File: src/rtl/mem_ctrl_be.sv
// rtl/mem_ctrl_be.sv - single-port byte-enable word memory with init sequencer and pipelined reads
//
// Purpose:
//   Word memory behind a valid/ready request port. Writes honour per-byte
//   enables and complete in one cycle (wr_ack/wr_err). Reads sample the array
//   at acceptance and return through a READ_LAT-cycle pipeline. After reset,
//   or on init_start, the array is cleared one word per cycle while busy = 1.
//   Out-of-range addresses (>= DEPTH) are flagged instead of touching memory.
//
// Ports:
//   clk, rst_n                 clock, asynchronous active-low reset
//   req_valid / req_ready      request handshake (req_ready is combinational)
//   req_wr, req_addr           1 = write / 0 = read, word address
//   req_wdata, req_be          write data and byte enables
//   init_start                 pulse to re-clear the memory (ignored while busy)
//   busy                       clear sequence in progress
//   rsp_valid, rsp_data,       read response pulse, data (held between pulses),
//   rsp_err                    out-of-range flag
//   wr_ack, wr_err             write completion pulse and out-of-range flag

module mem_ctrl_be #(
    parameter int ADDR_WIDTH = 5,
    parameter int DATA_WIDTH = 32,
    parameter int DEPTH      = 32,
    parameter int READ_LAT   = 2
) (
    input  logic                    clk,
    input  logic                    rst_n,
    input  logic                    req_valid,
    output logic                    req_ready,
    input  logic                    req_wr,
    input  logic [ADDR_WIDTH-1:0]   req_addr,
    input  logic [DATA_WIDTH-1:0]   req_wdata,
    input  logic [DATA_WIDTH/8-1:0] req_be,
    input  logic                    init_start,
    output logic                    busy,
    output logic                    rsp_valid,
    output logic [DATA_WIDTH-1:0]   rsp_data,
    output logic                    rsp_err,
    output logic                    wr_ack,
    output logic                    wr_err
);

    localparam int BE_W  = DATA_WIDTH / 8;
    localparam int IDX_W = (DEPTH > 1) ? $clog2(DEPTH) : 1;
    // One extra bit so DEPTH == 2**ADDR_WIDTH is representable.
    localparam logic [ADDR_WIDTH:0] DEPTH_W  = (ADDR_WIDTH + 1)'(DEPTH);
    localparam logic [IDX_W-1:0]    LAST_IDX = IDX_W'(DEPTH - 1);

    typedef enum logic {
        ST_INIT  = 1'b0,
        ST_READY = 1'b1
    } state_e;

    state_e                  state_q, state_d;
    logic [IDX_W-1:0]        init_idx_q, init_idx_d;

    logic [DATA_WIDTH-1:0]   mem [DEPTH];

    // Read pipeline: stage 0 is loaded on the accepting edge, the response
    // registers after READ_LAT further edges.
    logic                    pipe_valid_q [READ_LAT];
    logic                    pipe_valid_d [READ_LAT];
    logic                    pipe_err_q   [READ_LAT];
    logic                    pipe_err_d   [READ_LAT];
    logic [DATA_WIDTH-1:0]   pipe_data_q  [READ_LAT];
    logic [DATA_WIDTH-1:0]   pipe_data_d  [READ_LAT];

    logic                    rsp_valid_q, rsp_valid_d;
    logic                    rsp_err_q,   rsp_err_d;
    logic [DATA_WIDTH-1:0]   rsp_data_q,  rsp_data_d;
    logic                    wr_ack_q,    wr_ack_d;
    logic                    wr_err_q,    wr_err_d;

    logic                    accept;
    logic                    in_range;
    logic [IDX_W-1:0]        req_idx;
    logic [DATA_WIDTH-1:0]   rd_data;

    logic                    mem_we;
    logic [IDX_W-1:0]        mem_widx;
    logic [DATA_WIDTH-1:0]   mem_wdata;
    logic [BE_W-1:0]         mem_wbe;

    // init_start wins over a request presented in the same cycle.
    assign req_ready = (state_q == ST_READY) && !init_start;
    assign busy      = (state_q == ST_INIT);
    assign accept    = req_valid && req_ready;
    assign in_range  = ({1'b0, req_addr} < DEPTH_W);
    assign req_idx   = req_addr[IDX_W-1:0];
    assign rd_data   = in_range ? mem[req_idx] : '0;

    // State / init counter
    always_comb begin
        state_d    = state_q;
        init_idx_d = init_idx_q;
        case (state_q)
            ST_INIT: begin
                init_idx_d = init_idx_q + IDX_W'(1);
                if (init_idx_q == LAST_IDX) begin
                    state_d    = ST_READY;
                    init_idx_d = '0;
                end
            end
            ST_READY: begin
                if (init_start) begin
                    state_d    = ST_INIT;
                    init_idx_d = '0;
                end
            end
            default: begin
                state_d    = ST_INIT;
                init_idx_d = '0;
            end
        endcase
    end

    // Array write port, shared by the clear sequencer and bus writes
    always_comb begin
        mem_we    = 1'b0;
        mem_widx  = init_idx_q;
        mem_wdata = '0;
        mem_wbe   = '1;
        if (state_q == ST_INIT) begin
            mem_we = 1'b1;
        end else if (accept && req_wr && in_range) begin
            mem_we    = 1'b1;
            mem_widx  = req_idx;
            mem_wdata = req_wdata;
            mem_wbe   = req_be;
        end
    end

    // Read pipeline and response/ack registers
    always_comb begin
        pipe_valid_d[0] = accept && !req_wr;
        pipe_err_d[0]   = !in_range;
        pipe_data_d[0]  = rd_data;
        for (int i = 1; i < READ_LAT; i++) begin
            pipe_valid_d[i] = pipe_valid_q[i-1];
            pipe_err_d[i]   = pipe_err_q[i-1];
            pipe_data_d[i]  = pipe_data_q[i-1];
        end

        rsp_valid_d = pipe_valid_q[READ_LAT-1];
        rsp_err_d   = pipe_valid_q[READ_LAT-1] && pipe_err_q[READ_LAT-1];
        // Data holds between responses.
        rsp_data_d  = pipe_valid_q[READ_LAT-1] ? pipe_data_q[READ_LAT-1] : rsp_data_q;

        wr_ack_d    = accept && req_wr;
        wr_err_d    = accept && req_wr && !in_range;
    end

    always_ff @(posedge clk or negedge rst_n) begin
        if (!rst_n) begin
            state_q     <= ST_INIT;
            init_idx_q  <= '0;
            for (int i = 0; i < READ_LAT; i++) begin
                pipe_valid_q[i] <= 1'b0;
                pipe_err_q[i]   <= 1'b0;
                pipe_data_q[i]  <= '0;
            end
            rsp_valid_q <= 1'b0;
            rsp_err_q   <= 1'b0;
            rsp_data_q  <= '0;
            wr_ack_q    <= 1'b0;
            wr_err_q    <= 1'b0;
        end else begin
            state_q     <= state_d;
            init_idx_q  <= init_idx_d;
            for (int i = 0; i < READ_LAT; i++) begin
                pipe_valid_q[i] <= pipe_valid_d[i];
                pipe_err_q[i]   <= pipe_err_d[i];
                pipe_data_q[i]  <= pipe_data_d[i];
            end
            rsp_valid_q <= rsp_valid_d;
            rsp_err_q   <= rsp_err_d;
            rsp_data_q  <= rsp_data_d;
            wr_ack_q    <= wr_ack_d;
            wr_err_q    <= wr_err_d;
        end
    end

    // Storage has no reset; the clear sequencer initialises it.
    always_ff @(posedge clk) begin
        if (mem_we) begin
            for (int k = 0; k < BE_W; k++) begin
                if (mem_wbe[k]) begin
                    mem[mem_widx][8*k +: 8] <= mem_wdata[8*k +: 8];
                end
            end
        end
    end

    assign rsp_valid = rsp_valid_q;
    assign rsp_err   = rsp_err_q;
    assign rsp_data  = rsp_data_q;
    assign wr_ack    = wr_ack_q;
    assign wr_err    = wr_err_q;

endmodule

File: config.mk
export PLATFORM = sky130hd
export DESIGN_NAME = mem_ctrl_be
export DESIGN_NICKNAME = d
export VERILOG_FILES = /design/src/rtl/mem_ctrl_be.sv
export SDC_FILE = /design/constraint.sdc
export NUM_CORES = 1
export LEC_CHECK = 0
export CORE_MARGIN = 4
export CORE_UTILIZATION = 30
export CTS_BUF_LIST = sky130_fd_sc_hd__clkbuf_4
export CTS_CLUSTER_SIZE = 12
export DETAILED_ROUTE_END_ITERATION = 7
export HOLD_SLACK_MARGIN = 0.08
export MAX_ROUTING_LAYER = met4
export SETUP_SLACK_MARGIN = 0.3
export SYNTH_ARGS = -nofsm -noshare
export SYNTH_HDL_FRONTEND = slang
export SYNTH_SLANG_ARGS = --single-unit
File: constraint.sdc
create_clock -name clk -period 2.85 [get_ports clk]
set_input_delay 0.57 -clock clk [delete_from_list [all_inputs] [get_ports clk]]
set_output_delay 0.57 -clock clk [all_outputs]
set_load 0.03 [all_outputs]
# After elaboration in Yosys (flattened, before gate mapping)
# Memories as Yosys holds them, arrays and structs flattened. A register that Yosys moved wholly into a read port is not among the register bits.
# Cells that the tools add are included.
# word_totals
mem_bits_rw,1024
register_bits,74
inputBits,46
word_cells,46
mem_count,1
out_inout_bits,38
# classes
n_bitwise,1
n_reduce_logical,7
n_eq_ne,2
n_addsub,1
mux,26
# mem_list
memory,words,width,read_ports,rd_ports_with_merged_regs,write_ports,line_no,rtl
mem,32,32,1,1,1,58,logic [DATA_WIDTH-1:0] mem [DEPTH];
# ops
cell,count
32-bit 2-to-1 mux,2
5-bit 2-to-1 mux,4
1-bit 2-to-1 mux,16
5-bit case mux with 2 select lines,1
4-bit 2-to-1 mux,2
"5-bit by 1-bit adder with 5-bit output, second input constant",1
"5-bit equality test, second input constant",1
1-bit logical AND,4
1-bit logical NOT,3
"2-bit != test, second input constant",1
1-bit case mux with 2 select lines,1
1-bit inverter,1

# Logic depth before layout (Yosys ltp)
# Gate-level depths: netlist of the first run.
# depth
ltp_word,9
depth_mapped,9
ltp_nobuf,5

# Worst setup path after synthesis of the first run
# Ideal clock, no wire load.
# synth_path
path_type,input to register
from,in init_start
to,mem mem[14][16] (enable)
setup_slack_ns,0.436
n_path_buf,2
cell_stages,6
setup_ns,0.370
arrival_ns,2.044
path_cell_list,and4b_4 buf_6 mux2i_4 nand2_1 buf_4 nor2_1
# synth_between
elab_chain_len,9
elab_cells_between_ends,13
classes_between,mux (9); reduce/logical (4)
# synth_lines
item,line_no,rtl
"start, declared",35,"input logic init_start,"
1-bit logical NOT (*),86,assign req_ready = (state_q == ST_READY) && !init_start;
1-bit logical AND (*),86,
1-bit logical AND (*),88,assign accept = req_valid && req_ready;
1-bit logical AND (*),n/a,
4-bit 2-to-1 mux,126,end else if (accept && req_wr && in_range) begin
4-bit 2-to-1 mux,124,if (state_q == ST_INIT) begin
1-bit 2-to-1 mux,188,if (mem_wbe[k]) begin
1-bit 2-to-1 mux,186,if (mem_we) begin
1-bit 2-to-1 mux (not written as such),189,mem[mem_widx][8*k +: 8] <= mem_wdata[8*k +: 8];
"end, declared",58,
# Every way passes the cells marked *; elsewhere a longest branch is shown, timed or not.

# Worst setup path after layout of the first run
# layout_path
from,reg state_q
to,out req_ready
# layout_between
elab_chain_len,1
# layout_lines
item,line_no,rtl
"start, declared",55,"state_e state_q, state_d;"
"start signal, assigned",169,state_q <= state_d;
1-bit logical AND,86,
"end, declared",30,"output logic req_ready,"
# Every way passes these cells.

==> results of run 1 <==
## tightest hold or removal path, cell delays in order
cell,delay (ns)
buf_8,0.19
buf_12,0.26
mux2i_1,0.15
nand2_1,0.06
nand3_1,0.07
nand3_1,0.08
## sequential cells by signal, summed over array words and instances (netlist names)
name	cells
mem	1024
pipe_data_d	32
pipe_data_q	32
rsp_data	32
init_idx_q	5
pipe_valid_d	1
rsp_valid	1
rsp_valid_d	1
state_q	1
wr_ack	1
## metrics by stage
stage / area [sq um] / setup TNS (ns)
after global placement: 49400 / -173.00
final: 52900 / 0
after global routing: 52900 / 0
after floorplan: 43900 / 0
after CTS: 52800 / 0
after detailed placement: 49400 / -179.72
## routing by layer
layer	vias up	part of all wire	routed length (um)
li1	11252	-	-
met1	12362	0.45	49100
met2	831	0.47	51400
met3	142	0.058	6300
met4	0	0.019	2100
met5	-	0	0
## logic make-up (layout without fill, tap and decap cells)
kind of cell	after synthesis	in the layout
XOR/XNOR	2	2
buffers and inverters	148	851
AND/OR/NAND/NOR	438	439
AO/OA/AOI/OAI	305	305
adder cells (fa/ha/maj)	2	2
other	1	13
multiplexers	549	549
flip-flops	1130	1130
## layout make-up
type / instances / area, sq um
Antenna cell: 11 / 27.5
Clock buffer: 395 / 2970
Clock inverter: 77 / 412
Fill cell: 13710 / 92500
Inverter: 1 / 8.76
Multi-Input combinational cell: 1299 / 9790
Sequential cell: 1130 / 33400
Tap cell: 1917 / 2400
Timing Repair Buffer: 378 / 3870
## cell usage after synthesis, drive strengths merged
cell	count	share of area
a21o	1	0.00017
edfxtp	1024	0.70
nand3b	2	0.00034
nor2b	2	0.00029
or2	1	0.00014
inv	1	0.000086
xnor2	1	0.00020
a22o	68	0.014
a21oi	96	0.011
nand3	98	0.011
o31ai	1	0.00048
dfrtp	106	0.060
and2	33	0.0047
nor2	137	0.012
a31oi	32	0.0046
and3	1	0.00014
buf	105	0.014
a22oi	96	0.016
and4b	1	0.00031
nand2b	5	0.00071
ha	2	0.00057
mux2	35	0.0090
xor2	1	0.00020
o22ai	4	0.00057
o21ai	7	0.0011
mux2i	514	0.12
clkbuf	42	0.0036
nor3	32	0.0037
conb	1	0.000086
nand2	126	0.011
## power by group through the flow
stage	combinational [uW]	clock (uW)	sequential (uW)
2_1_floorplan	2940	0	21200
3_3_place_gp	6760	0	21000
3_5_place_dp	6810	0	21000
4_1_cts	6750	13300	20700
5_1_grt	7140	14300	20800
6_report	6680	12900	20700
## timing repair
| item | 4_1_cts | 5_1_grt |
|---|---|---|
| gates resized for setup | 177 | 13 |
| setup endpoints to repair | 759 | 271 |
| hold buffers | 5 | 0 |
| hold endpoints to repair | 107 | 0 |
| gates cloned | 0 | 1 |
| buffers inserted | 3 | 1 |
| pin swaps | 2 | 2 |
## worst max path at each step
| stage | from | end | slack, ns |
|---|---|---|---|
| after floorplan | init_start | mem[14][16]$_DFFE_PP_ | 0.44 |
| after global placement | init_start | mem[25][30]$_DFFE_PP_ | -0.34 |
| after detailed placement | init_start | mem[3][8]$_DFFE_PP_ | -0.39 |
| after CTS | state_q$_DFF_PN0_ | req_ready | 0.22 |
| after global routing | state_q$_DFF_PN0_ | req_ready | 0.20 |
| final | state_q$_DFF_PN0_ | req_ready | 0.36 |
## cells in the final DEF (no fill, tap or decap), types with 3 or more instances in the layout
cell type        synthesis  routed
and2_1                  33      32
mux2_2                  35      35
clkbuf_4                 0     396
nand3_1                 98      98
nor2_2                   0      28
nand2_1                117     116
buf_2                   67      24
nor2_1                 137     107
nor3_1                  32      32
a21oi_1                 96      96
mux2i_1                512     512
clkinv_2                 0      14
bufinv_16                0       4
clkdlybuf4s50_1          0      42
a22oi_1                 96      96
nand2_2                  8       9
o22ai_1                  4       4
dfrtp_1                106     104
clkinv_1                 0      54
buf_12                   0      73
a31oi_1                 32      32
inv_2                    1       5
buf_4                   27     220
a22o_1                  68      68
o21ai_2                  4       4
dlygate4sd3_1            0       4
clkdlybuf4s15_2          0       8
nand2b_1                 5       3
edfxtp_1              1024    1024
diode_2                  0      11
==> flow_summary.toml, run 1 <==
[place]
io_buffers = 81
pre_cts_ws_ns = -0.392
dpl.cell_count = 4716
gp_congestion = 0.818
hpwl_um = 68900

[routing]
postRouteAntennaNets = 0
vias = 24587
drt_pass1_iterations = 5
drc = 0
wl_per_cell_um = 20.9
drtIter0Drc = 1915
avgViaCountPerCell = 4.72
drt_wl_total_um = 109000

[cts]
root_buffer = "clkbuf_4"
clockBufferDepth = 4
cts_tree = "done"
htree_levels = 5
path_clk_slew_ns = 0.07
cts_sinks = 1130
clk-insertion-delay-late_ns = 1.15
cts_buffers = 292

[synth]
synth_top_family_by_area = "multiplexers"
synth_compound_area_frac = 0.0479
synthesis.instances = 2575
ys_warn_count = 0
synthAdderAreaFrac = 0.000571
post_synth.cell_area_avg_sq_um = 17.0
ys_types = 39
synth.area.mux_share = 0.127
synth-xor-area-share = 0.000399
ys_ff_latch = 1130
synthSimpleGateAreaFrac = 0.0446
syn_area_sq_mm = 0.0439
yosysSeqAreaShare = 0.762

[setup_path]
critPathLaunchType = "register"
critPathArrivalTime_ns = 1.92
crit_slowest_cell = "dfrtp_2"
max_stage_delay_ns = 0.49
reg2reg_to = "mem[8][28]$_DFFE_PP_"
r2r_slack_ns = 0.37
path_max_fanout = 4
cpLargestDelayFamily = "flip-flops"
end_kind = "output pin"
worstPathRequired_ns = 2.28
crit_type = "reg2out"
r2r_cells = 8
crit_cells = 3
path_cells = "inv_6, nor2_4, buf_12"
r2r_start = "state_q$_DFF_PN0_"
worst-path-buf-inv = 2

[global_route]
grt_overflow = 0
gr-usage-met3 = 0.0325
grt_util_met1 = 0.192
met2_usage = 0.225
grt_max_degree = 62
grtUsageTotal = 0.145
grt_pass1_wl_um = 161000
grt_pass1_vias = 25275
antenna_found_initial = 7
busiest_layer = "met2"

[cells_and_area]
syn2layout_area_growth_pct = 20.6
finalNonFillerCells = 5208
nets = 3150
drive_gt1_frac = 0.257
postLayoutCoreUtil = 0.364

[power]
ir_drop_mv = 0.474
switching_share = 0.272
power.net_switching_uw = 10900
clock_power_share = 0.320
p_leak_uw = 0.0199
p_comb_frac = 0.166
power_uw = 40200
power_density_mw_per_mm2 = 760
p_int_uw = 29300
pwr-share-seq = 0.514

[floorplanning]
dieWidth_um = 390
start_util = 0.302
design.die.area_sq_mm = 0.152
core-area_sq_mm = 0.145
fp-row-count = 140
die_h_um = 390
pin_count = 84

[sta]
rsz0062_at_grt = "true"
slew_headroom = 0.525
finClkSkew_ns = 0.0865
postLayoutSetupSlackWorst_ns = 0.355
fmax_mhz = 401
drv_slew = 0
timing.final.crit_period_ns = 2.49
period_share = 0.875
setup_viol = 0
hold_slack_ns = 0.311
tightestPinTransition_ns = 0.709
hold_viol = 0

[worst_hold_path]
whs_endpoint = "pipe_data_d[2]$_DFF_PN0_"
hold_start = "req_addr[0]"
whs_path_depth = 6
min_path_type = "in2reg"

[run]
max-cap-violations = 0

[outcome]
run_status = "finished, final reports clean"
(Power assumes the default switching activity.)
==> run 2: changes to the inputs <==
SKIP_CTS_REPAIR_TIMING = 1   (was unset)
==> run 2 against run 1 <==
Final cell count about the same. Critical path depth shrank 1. Critical path type unchanged. Worst setup slack worse by 0.092 ns. Largest power group unchanged. Maximum frequency fell by 3.6%. Sequential power about the same. First-iteration DRC count grew 4.6%. Total power increased by 0.31%. Routed wire length is 0.17% higher.
==> flow_summary.toml, run 2 (synthesis gave the netlist of run 1 again) <==
[routing]
drt_pass1_iterations = 8
avgViaCountPerCell = 4.72
wl_per_cell_um = 21.0
drt_wl_total_um = 109000
drtIter0Drc = 2003
vias = 24577
drc = 0
postRouteAntennaNets = 0

[global_route]
grt_pass1_vias = 25210
grt_overflow = 0
grt_pass1_wl_um = 160000
antenna_found_initial = 6
grtUsageTotal = 0.145
grt_max_degree = 62

[place]
gp_congestion = 0.818
place_area_sq_mm = 0.0494
io_buffers = 81
pre_cts_ws_ns = -0.392
hpwl_um = 68900
dpl.cell_count = 4716

[setup_path]
endpoint = "busy"
path_cells = "inv_6, clkbuf_2"
cpLargestDelayFamily = "flip-flops"
crit_cells = 2
critPathArrivalTime_ns = 2.02
crit_slowest_cell = "dfrtp_2"
crit_path_start = "state_q$_DFF_PN0_"
r2r_start = "state_q$_DFF_PN0_"
crit_type = "reg2out"
reg2reg_to = "mem[2][11]$_DFFE_PP_"
r2r_cells = 8
path_max_fanout = 10
worst-path-buf-inv = 2
r2r_slack_ns = 0.38
end_kind = "output pin"
critPathLaunchType = "register"
worstPathRequired_ns = 2.28
max_stage_delay_ns = 0.49

[cts]
cts_tree = "done"
htree_levels = 5
cts_sinks = 1130
clk-insertion-delay-late_ns = 1.17
cts_buffers = 292
clockBufferDepth = 4
path_clk_slew_ns = 0.07
root_buffer = "clkbuf_4"

[floorplanning]
fp-row-count = 140
pin_count = 84
die_h_um = 390
start_util = 0.302
design.die.area_sq_mm = 0.152
core-area_sq_mm = 0.145
dieWidth_um = 390

[run]
max-cap-violations = 0

[sta]
rsz0062_at_grt = "true"
drv_slew = 0
tightestPinTransition_ns = 0.657
fmax_mhz = 387
hold_viol = 0
period_share = 0.908
finClkSkew_ns = 0.0905
slew_headroom = 0.560
setup_viol = 0
timing.final.crit_period_ns = 2.59
postLayoutSetupSlackWorst_ns = 0.263

[cells_and_area]
syn2layout_area_growth_pct = 20.8
postLayoutCoreUtil = 0.364
design_area_sq_mm = 0.0530
nets = 3149
drive_gt1_frac = 0.256
largest_register_ff_count = 1024
final_cell_mix = "edfxtp_1, mux2i_1, clkbuf_4"
final_common_cell = "edfxtp_1"
finalNonFillerCells = 5205
top_register = "mem"

[power]
power_density_mw_per_mm2 = 761
ir_drop_mv = 0.511
p_leak_uw = 0.0201

[outcome]
run_status = "finished, final reports clean"

[worst_hold_path]
min_path_type = "in2reg"
run 2: cell count changes in the layout (fill, tap and decap cells not counted), moves of 2 or more:
cell / previous run / this run
clkbuf_2: 1 / 20
dlymetal6s2s_1: 0 / 14
buf_2: 24 / 0
nor2_2: 28 / 37
clkdlybuf4s15_2: 8 / 0
nor2_4: 2 / 5
nor2_1: 107 / 95
buf_4: 220 / 218
diode_2: 11 / 9
run 2: stage by stage:
| stage | setup TNS [ns] | power (uW) | hold slack [ns] |
|---|---|---|---|
| floorplan | 0 | 24200 | 0.274 |
| global placement | -173.00 | 27700 | 0.333 |
| detailed placement | -179.72 | 27800 | 0.335 |
| CTS | -4.26 | 40800 | -0.674 |
| global route | 0 | 42300 | 0.175 |
| finish | 0 | 40300 | 0.306 |
run 2: per-layer routing:
layer	wire length (um)	up-vias	global-route usage
li1	-	11245	-
met1	49200	12345	0.192
met2	51300	835	0.224
met3	6310	152	0.0326
met4	2190	0	0.0426
met5	0	-	-
run 2: power by group:
group          internal, uW  switching [uW]
combinational          2490            4290
clock                  6750            6140
sequential            20100             595
run 2: cell type report:
class                   count  area (sq um)
fillers                 13690         92400
flip-flops and latches   1130         33400
multi-input cells        1299          9850
repair buffers            377          3920
clock buffers             395          2970
well taps                1917          2400
clock inverters            77           412
diodes                      9          22.5
inverters                   1          8.76
run 2: how the worst min path moves through the flow:
stage | cells after the start | end | start | slack (ns)
finish | 3 | mem[24][5]$_DFFE_PP_ | req_wdata[5] | 0.31
global route | 3 | mem[26][10]$_DFFE_PP_ | req_wdata[10] | 0.17
CTS | 1 | pipe_data_d[0]$_DFF_PN0_ | rst_n | -0.67
detailed placement | 0 | pipe_data_q[22]$_DFF_PN0_ | pipe_data_d[22]$_DFF_PN0_ | 0.33
global placement | 0 | pipe_data_q[17]$_DFF_PN0_ | pipe_data_d[17]$_DFF_PN0_ | 0.33
floorplan | 0 | init_idx_q[0]$_DFFE_PN0P_ | rst_n | 0.27
run 2: worst min-delay path, stage by stage:
cell and delay [ns]:
clkdlybuf4s50_1 0.39, and2_1 0.16, buf_12 0.17
